==> src/rtl/gray_to_binary_tracker.sv <==
// Gray-to-binary decode stage with a one-deep valid/ready output register and step tracking.
// Define GRAY_STEP_CHECK_EN to build the multi-bit step detector and saturating error counter.
module gray_to_binary_tracker #(
    parameter int unsigned WIDTH = 4,
    parameter int unsigned ERR_W = 8
) (
    input  logic             clk,
    input  logic             rst,
    input  logic             in_valid,
    output logic             in_ready,
    input  logic [WIDTH-1:0] gray_in,
    output logic             out_valid,
    input  logic             out_ready,
    output logic [WIDTH-1:0] bin_out,
    output logic             dir_up,
    output logic             step_err,
    output logic [ERR_W-1:0] err_count
);

    localparam logic [WIDTH-1:0] WordOne = WIDTH'(1);

    typedef enum logic [0:0] {StEmpty, StFull} state_e;

    state_e           state_q;
    logic [WIDTH-1:0] prev_gray_q;
    logic             have_prev_q;
    logic             accept;
    logic [WIDTH-1:0] bin_in;
    logic [WIDTH-1:0] prev_bin;
    logic             dir_next;

    function automatic logic [WIDTH-1:0] gray_decode(input logic [WIDTH-1:0] g);
        logic [WIDTH-1:0] b;
        b[WIDTH-1] = g[WIDTH-1];
        for (int i = WIDTH - 2; i >= 0; i--) begin
            b[i] = b[i+1] ^ g[i];
        end
        return b;
    endfunction

    assign out_valid = (state_q == StFull);
    assign in_ready  = !out_valid || out_ready;
    assign accept    = in_valid && in_ready;
    assign bin_in    = gray_decode(gray_in);
    assign prev_bin  = gray_decode(prev_gray_q);
    // A +1 binary step is always a single-bit Gray step, so no popcount is needed here.
    assign dir_next  = have_prev_q && (bin_in == prev_bin + WordOne);

    always_ff @(posedge clk) begin
        if (rst) begin
            state_q     <= StEmpty;
            bin_out     <= '0;
            dir_up      <= 1'b0;
            prev_gray_q <= '0;
            have_prev_q <= 1'b0;
        end else begin
            case (state_q)
                StEmpty: if (accept) state_q <= StFull;
                StFull:  if (out_ready && !accept) state_q <= StEmpty;
                default: state_q <= StEmpty;
            endcase
            if (accept) begin
                bin_out     <= bin_in;
                dir_up      <= dir_next;
                prev_gray_q <= gray_in;
                have_prev_q <= 1'b1;
            end
        end
    end

`ifdef GRAY_STEP_CHECK_EN
    localparam logic [ERR_W-1:0] CountOne = ERR_W'(1);

    logic [WIDTH-1:0] diff;
    logic             multi_bit;
    logic             err_next;

    assign diff      = gray_in ^ prev_gray_q;
    // Clearing the lowest set bit leaves something only when two or more bits differ.
    assign multi_bit = |(diff & (diff - WordOne));
    assign err_next  = have_prev_q && multi_bit;

    always_ff @(posedge clk) begin
        if (rst) begin
            step_err  <= 1'b0;
            err_count <= '0;
        end else if (accept) begin
            step_err <= err_next;
            if (err_next && (err_count != '1)) begin
                err_count <= err_count + CountOne;
            end
        end
    end
`else
    assign step_err  = 1'b0;
    assign err_count = '0;
`endif

endmodule

==> config.mk <==
export PLATFORM = sky130hd
export DESIGN_NAME = gray_to_binary_tracker
export DESIGN_NICKNAME = d
export VERILOG_FILES = /design/src/rtl/gray_to_binary_tracker.sv
export SDC_FILE = /design/constraint.sdc
export NUM_CORES = 1
export LEC_CHECK = 0
export ABC_AREA = 0
export CAP_MARGIN = 20
export CELL_PAD_IN_SITES_DETAIL_PLACEMENT = 2
export CELL_PAD_IN_SITES_GLOBAL_PLACEMENT = 2
export CORE_ASPECT_RATIO = 1.1
export CORE_MARGIN = 4
export CORE_UTILIZATION = 22
export CTS_CLUSTER_DIAMETER = 200
export DETAILED_ROUTE_END_ITERATION = 8
export PLACE_DENSITY = 0.85
export SLEW_MARGIN = 20
export SYNTH_ARGS = -nofsm -noshare
export SYNTH_HDL_FRONTEND = slang
export SYNTH_SLANG_ARGS = --single-unit
==> constraint.sdc <==
create_clock -name clk -period 1.85 [get_ports clk]
set_input_delay 0.185 -clock clk [delete_from_list [all_inputs] [get_ports clk]]
set_output_delay 0.185 -clock clk [all_outputs]
set_load 0.005 [all_outputs]
==> flow_summary.toml <==
[synthesis]
ys_ff_latch = 10
synth-async-reset-ratio_pct = 0
synth_top_area_cell = "dfxtp_1"
synthTopCellsByCount = "12 x nand2_1, 10 x buf_4, 10 x dfxtp_1"
synth_top_cell_area_share_pct = 34.6
synth_edf_count = 0
synth_area_leaders = "dfxtp_1 35%, buf_4 13%, nand2_1 7.8%"
synth_warnings = 0
post-synth-top-count-cell = "nand2_1"
synthCells = 68
yosys_most_used_dff = "dfxtp_1"
ys_types = 22
ys_seq_area_share_pct = 34.6
netlist_area_um2 = 579
synth_area_per_cell_um2 = 8.52

[detailed_routing]
ant_nets = 0
drt_iter0_drc = 4
wl_per_cell_um = 12.4
drt-pass1-iter-count = 2
drc = 0
dr_total_vias = 461
via_per_inst = 4.04
routed_wl_um = 1420

[final_layout]
fillers = 308
finalNetCount = 93
area_growth_pct = 29.2
final_cells = 114
antenna_cells = 0
design_area_um2 = 748
drive_gt1_share_pct = 9.64

[critical_path]
critPathSlowestCell = "dfxtp_1"
crit_chain = "xor2_1, ha_1, xor2_1, nor3b_1, nand3_1, o31ai_1"
r2r-start = "bin_out[3]"
end_kind = "flip-flop"
path_delay_family = "flip-flops"
start_kind = "flip-flop"
crit_top_cell = "xor2_1"
cp_max_fo = 4
cp_slowest_stage_delay_ns = 0.41
cp-startpoint = "bin_out[3]"
crit_arrival_ns = 1.86
path_buf_inv = 0
cp.required_ns = 2.04
critical_path_class = "flip-flop to flip-flop"

[clocking]
cts.sinks = 10
clk_latency_ns = 0.27
clk_pin_slew_worst_paths_ns = 0.08
cts_buffer_depth = 2
cts_buffers = 3
holdBufCountCts = 0
tritoncts = "done"
post_cts_buffers = 0
htreeDepth = 1
cts_resized = 0
cts.root.buffer_cell = "clkbuf_4"

[timing]
final_hold_viol_count = 0
finalCritPeriodShare_pct = 90.4
min_period_ns = 1.67
layout_setup_ws_ns = 0.178
final-max-slew-violation-count = 0
max_freq_mhz = 598
finClkSkew_ns = 0.00468
setup_violations = 0
finalSetupTns_ns = 0
rsz0062_at_grt = "no"

[place]
hpwl_um = 1130
placed_cells = 110
place_ws_ns = 0.178
place_area_um2 = 712
io_buffers = 14
gp_congestion = 0.796

[floorplanning]
io_pins = 24
die_w_um = 56.9
start_util_pct = 23.0
die_h_um = 61.8
core_um2 = 2520
dieArea_um2 = 3520
rows = 19

[worst_hold_path]
hp-class = "flip-flop to flip-flop"
worstHoldStart = "bin_out[1]"

[pwr]
power_density_nw_per_um2 = 776
switchingPower_uw = 161
p_seq_share_pct = 41.4
p_int_uw = 419
vdd_drop_max_v = 0.000399
netSwitchingFraction_pct = 27.7
leakage_nw = 0.300
clkPwrFrac_pct = 35.5
combPwrFrac_pct = 23.0

[grt]
grt_use_total_pct = 8.62
grt_pass1_wl_um = 2270
grt_pass1_vias = 498
antenna_found_initial = 0
grt_max_degree = 12
overflow = 0

[outcome]
status = "finished clean"

[run]
cap_violations = 0
cell families (layout without fill, tap and decap cells):
family	after synthesis	in the layout	synth area share, %
mux	1	1	1.73
compound gates	9	9	9.94
xor+xnor	11	11	19.2
simple gates	21	21	16.0
flops	10	10	34.6
other cells	1	9	0.647
fa+ha+maj	1	1	2.16
buf+inv	14	21	15.8
area by class of cell:
type | instances | area [µm²] | area share, %
Multi-Input combinational cell | 52 | 318 | 42.5
Sequential cell | 10 | 200 | 26.8
Timing Repair Buffer | 15 | 148 | 19.7
Tap cell | 31 | 38.8 | 5.18
Clock buffer | 4 | 36.3 | 4.85
Inverter | 2 | 7.51 | 1.00
layout by cell type (no fill, tap or decap), drive strengths merged:
master,n
a211oi,2
a21oi,6
and2,1
buf,1
clkbuf,4
clkdlybuf4s50,14
conb,9
dfxtp,10
ha,1
inv,2
mux2i,1
nand2,12
nand2b,1
nand3,1
nand3b,1
nor2,4
nor3b,1
o31ai,1
xnor2,7
xor2,4
path summary, 6_finish.rpt:
| path | cells past startpoint | slack, ns | end |
|---|---|---|---|
| worst max-delay path | 6 | 0.18 | dir_up |
| worst min-delay path | 2 | 0.48 | bin_out[1] |
| worst max register to register | 6 | 0.18 | dir_up |
| worst min register to register | 2 | 0.48 | bin_out[1] |
per-layer routing:
metal | vias to the layer above | wire [µm] | GRT usage (%)
met5 | - | 0 | 0
met4 | 0 | 17 | 2.98
met3 | 2 | 88 | 2.07
met2 | 16 | 727 | 16.2
met1 | 216 | 583 | 9.68
li1 | 227 | - | -
tightest hold or removal path, cell delays in order (launching register included):
cell	delay, ns
dfxtp_1	0.31
nand2_1	0.06
a21oi_1	0.06
flip-flops by register name, indices dropped and copies added, names as in the netlist:
| name | cells |
|---|---|
| bin_out | 4 |
| prev_gray_q | 3 |
| dir_up | 1 |
| have_prev_q | 1 |
| out_valid | 1 |
stage by stage:
step	hold slack (ns)	power (mW)	utilization [%]
3_3_place_gp	0.450	0.375	28.3
6_report	0.483	0.581	29.7
5_1_grt	0.532	0.613	29.7
2_1_floorplan	0.314	0.339	-
3_5_place_dp	0.476	0.380	28.3
4_1_cts	0.486	0.588	29.7
power by group through the flow:
stage / clock network (mW) / registers (mW) / logic, mW
after floorplan: 0 / 0.244 / 0.0950
after global placement: 0 / 0.245 / 0.130
after detailed placement: 0 / 0.246 / 0.134
after CTS: 0.210 / 0.241 / 0.136
after global routing: 0.219 / 0.243 / 0.150
final: 0.206 / 0.241 / 0.134
Power figures use the tool's default switching activity.
